==> src/rtl/counter_delay_line.sv <==
// Counter delay line: byte-swaps a candidate counter at stage 0 and carries it,
// with a valid bit, down a DEPTH-stage chain beside the MD5 round pipeline.
module counter_delay_line #(
  parameter int WIDTH = 32,
  parameter int DEPTH = 64,
  parameter int TAP_A = 19,
  parameter int TAP_B = 41,
  parameter int TAP_C = 48,
  parameter int BSWAP = 1
) (
  input  logic                       CLK,
  input  logic                       RST,
  input  logic                       en,
  input  logic                       flush,
  input  logic                       in_valid,
  input  logic [WIDTH-1:0]           counter_in,
  output logic [WIDTH-1:0]           tap_a,
  output logic                       tap_a_valid,
  output logic [WIDTH-1:0]           tap_b,
  output logic                       tap_b_valid,
  output logic [WIDTH-1:0]           tap_c,
  output logic                       tap_c_valid,
  output logic [WIDTH-1:0]           counter_out,
  output logic                       out_valid,
  output logic [$clog2(DEPTH+1)-1:0] occupancy
);

  localparam int OCC_W = $clog2(DEPTH+1);

  logic [WIDTH-1:0] data_p [DEPTH];
  logic [DEPTH-1:0] vld_p;
  logic [OCC_W-1:0] occ_p;

  function automatic logic [WIDTH-1:0] bswap(input logic [WIDTH-1:0] x);
    logic [WIDTH-1:0] r;
    r = x;
    for (int i = 0; i < WIDTH/8; i++)
      r[8*i +: 8] = x[WIDTH-8-8*i +: 8];
    return r;
  endfunction

  function automatic logic [WIDTH-1:0] stage0_word(input logic [WIDTH-1:0] x);
    return (BSWAP != 0) ? bswap(x) : x;
  endfunction

  // Stage 0 capture and stage k <- k-1 shift; bubbles shift like real words.
  always_ff @(posedge CLK) begin
    if (RST) begin
      for (int k = 0; k < DEPTH; k++)
        data_p[k] <= '0;
      vld_p <= '0;
      occ_p <= '0;
    end else if (flush) begin
      vld_p <= '0;
      occ_p <= '0;
    end else if (en) begin
      data_p[0] <= stage0_word(counter_in);
      for (int k = 1; k < DEPTH; k++)
        data_p[k] <= data_p[k-1];
      vld_p <= {vld_p[DEPTH-2:0], in_valid};
      occ_p <= occ_p + OCC_W'(in_valid) - OCC_W'(vld_p[DEPTH-1]);
    end
  end

  assign tap_a       = data_p[TAP_A];
  assign tap_a_valid = vld_p[TAP_A];
  assign tap_b       = data_p[TAP_B];
  assign tap_b_valid = vld_p[TAP_B];
  assign tap_c       = data_p[TAP_C];
  assign tap_c_valid = vld_p[TAP_C];
  assign counter_out = data_p[DEPTH-1];
  assign out_valid   = vld_p[DEPTH-1];
  assign occupancy   = occ_p;

endmodule

==> config.mk <==
export PLATFORM = sky130hd
export DESIGN_NAME = counter_delay_line
export DESIGN_NICKNAME = d
export VERILOG_FILES = /design/src/rtl/counter_delay_line.sv
export SDC_FILE = /design/constraint.sdc
export NUM_CORES = 2
export LEC_CHECK = 0
export CELL_PAD_IN_SITES_DETAIL_PLACEMENT = 0
export CELL_PAD_IN_SITES_GLOBAL_PLACEMENT = 1
export CORE_ASPECT_RATIO = 2
export CORE_UTILIZATION = 48
export CTS_CLUSTER_DIAMETER = 120
export CTS_CLUSTER_SIZE = 16
export DETAILED_ROUTE_END_ITERATION = 16
export PLACE_DENSITY = 0.85
export SLEW_MARGIN = 20
export SYNTH_ARGS = -nofsm -noshare
export SYNTH_HDL_FRONTEND = slang
export SYNTH_SLANG_ARGS = --single-unit
==> constraint.sdc <==
create_clock -name CLK -period 149.8 [get_ports CLK]
set_input_delay 44.94 -clock CLK [delete_from_list [all_inputs] [get_ports CLK]]
set_output_delay 44.94 -clock CLK [all_outputs]
set_load 0.1 [all_outputs]
==> summary.txt <==
Setup path
  – WS Path Type: input pin to flop
  – Critical path peak fanout: 199
  – Crit path DAT: 50.76 ns
  – Crit path buf inv count: 7
  – CP max stage delay: 0.90 ns
  – CP delay by family, top: buffers and inverters
  – Critical Path Start Type: input pin
  – Critical Path Most Common Cell: buf_4
  – Crit path capture type: flop
  – Slowest-stage cell, CP: buf_4
  – CP Cell Sequence: buf_8, o21bai_4, buf_12, buf_4, buf_4, buf_4, buf_4, buf_4
  – CP required: between 150 and 200 ns

Die
  – Starting density of the core: 0.4835
  – Row count: 210
  – Ports: 176
  – Die Footprint: 166600 um2
  – Die Y: 576.3 um
  – Die Wd: between 200 and 300 um
  – CORE AREA: 163700 um2

Global routing
  – GRT Overall Usage: 0.1354
  – Vias in the first global route: 33650
  – Largest net degree at the start of global routing: 378
  – Total grt overflow: 0
  – Initial antenna violation count: 2
  – Global-route wire length before repair: 181000 um

Clock network
  – Root buffer cell: clkbuf_16
  – # clock sinks: 2119
  – Clk buf depth: 4
  – CTS H-tree depth: 4
  – Hold Buf Count CTS: 0
  – Worst skew pair latency: 0.79 ns
  – CTS resizes: 0
  – Postcts setup bufs: 0
  – CTS tree: done
  – Clock transition at the registers of the reported paths: 0.07 ns
  – TritonCTS Buffers: ~160

Routing
  – Routed vias: 33470
  – Post-route ant nets: 0
  – Initial DRC Count: 2343
  – Residual DRC: 0
  – Vias per Instance: 4.865
  – DRT Pass-1 Iters: 4
  – Routed len/inst: around 16 um
  – WL final: 111300 um

Synth
  – Synth Cell Area: 79140 um2
  – Post-synth top flop: edfxtp_1
  – Post-Synthesis Cells: 4725
  – Avg Inst Size Synth: approximately 17 um2
  – Register bit total from synthesis: 2119
  – YS warnings: 0
  – Area leader, netlist: edfxtp_1
  – Cell variety after synth: 39
  – Sequential-to-total area share from yosys stat: 0.7950
  – Leading cell type by number of instances after synthesis: edfxtp_1
  – Area share of the largest cell type after synthesis: 0.7771
  – Largest cells by area after synthesis: edfxtp_1 78%, and2_1 8.6%, nor2b_1 7.6%
  – Synth cell count leaders: 2048 x edfxtp_1, 1088 x and2_1, 960 x nor2b_1, 134 x buf_4, 127 x clkbuf_1
  – Post-synth EDFFs: 2048
  – Synth Net Count: 4770
  – Post-synth ARST share: 0

STA
  – Final setup vio count: 0
  – Worst Max-Slew Pin Slew: 1.182 ns
  – Share of the clock period used by the worst path: 0.3361
  – Final Max Tran Viols: 0
  – Fin. Hold Viols: 0
  – Worst slew margin: 0.2098
  – RSZ-0062 raised after global routing: false
  – Final worst path period need: ~50 ns
  – Setup TNS after final layout: 0 ns
  – Clock skew: 0.06660 ns
  – WHS: 0.4736 ns
  – Fmax: 19.86 MHz

Power
  – Power per Cell Area: 13.34 nW/um2
  – IR drop worst, VDD: between 0.01 and 0.015 mV
  – Leak pwr: about 31 nW

Placed design
  – Routability cong.: 0.7258
  – IO buf count: between 150 and 200
  – Dpl hpwl: 60780 um

Outcome
  – Status: complete, no violations

Layout
  – Growth of design area from synthesis to finish: 8.692%
  – Share of cells above drive strength 1: 0.05129
  – Final core occ: 0.5255
  – Nets@finish: 4778

Job
  – Max-Cap Viols: 0

Min path
  – Hold Crit Class: flop to flop
## worst reg2reg max path: stages, from the launching register on
cell	delay [ns]
dfxtp_1	0.36
inv_1	0.05
ha_1	0.26
inv_1	0.04
ha_1	0.19
fa_1	0.42
a211oi_1	0.43
o2111ai_1	0.19
a31o_2	0.24
a21oi_1	0.10
## cell usage in the layout (no fill, tap or decap), types with 7 or more instances in the layout
master,netlist,layout
ha_1,7,7
nor2_1,68,68
clkbuf_1,127,17
clkdlybuf4s50_1,0,147
clkbuf_16,0,160
buf_4,134,54
and2_1,1088,1088
edfxtp_1,2048,2048
nor2b_1,960,960
inv_1,10,10
mux2i_1,67,67
dfxtp_1,71,71
## sequential cells by signal, summed over array words and instances (netlist names)
name	cells
data_p	2048
vld_p	64
occupancy	7
## path summary, 6_finish.rpt
| path | startpoint | end | slack, ns | cells after the start |
|---|---|---|---|---|
| max | RST | data_p[0][822]$_SDFFCE_PN0P_ | 99.46 | 8 |
| min | data_p[0][24]$_SDFFCE_PN0P_ | data_p[0][56]$_SDFFCE_PN0P_ | 0.47 | 1 |
| max reg2reg | occupancy[0]$_SDFFE_PP0P_ | occupancy[6]$_SDFFE_PP0P_ | 147.46 | 9 |
| min reg2reg | data_p[0][24]$_SDFFCE_PN0P_ | data_p[0][56]$_SDFFCE_PN0P_ | 0.47 | 1 |
## through the flow
stage	instances	worst slack [ns]	total power (W)	area, um2
finish	6879	99.46	0.001147	86020
floorplan	4725	6.488	0.0008884	79140
detailed placement	6689	98.47	0.0007818	81720
CTS	6873	99.35	0.001162	85900
global placement	6689	98.63	0.0007796	81740
global route	6879	98.94	0.001188	86020
## report_power, final
part | switching [W] | leakage, nW | internal [W]
combinational | 0.0000473 | 6.80 | 0.0000175
sequential | 0.00000981 | 22.3 | 0.000693
clock | 0.000186 | 2.05 | 0.000193
## cell families (layout without fill, tap and decap cells)
kind of cell               Yosys count  in the layout  share of synthesized area
and+or+nand+nor                   2130           2130                     0.1663
xor gates and xnor gates             2              2                  0.0002214
other                                0              2                          0
muxes                               67             67                   0.008474
buffers and inverters              381            413                    0.02700
adders and majority gates            8              8                   0.001360
DFF                               2119           2119                     0.7950
AOI/OAI and AO/OA                   18             18                   0.001613
## layer usage
metal / vias to the layer above / routed length (um) / track usage
li1: 16070 / - / -
met1: 16720 / 47270 / 0.1759
met2: 470 / 55220 / 0.2240
met3: 204 / 5073 / 0.02826
met4: 0 / 3693 / 0.04917
met5: - / 0 / 0
## area by class of cell
cell class / count / area (um2)
well taps: 2120 / 2653
clock inverters: 7 / 112.6
diodes: 2 / 5.005
flip-flops and latches: 2119 / 62920
fillers: 12780 / 77670
repair buffers: 219 / 2130
clock buffers: 177 / 4068
inverters: 10 / 37.54
multi-input cells: 2225 / 14100
(Power assumes the default switching activity.)
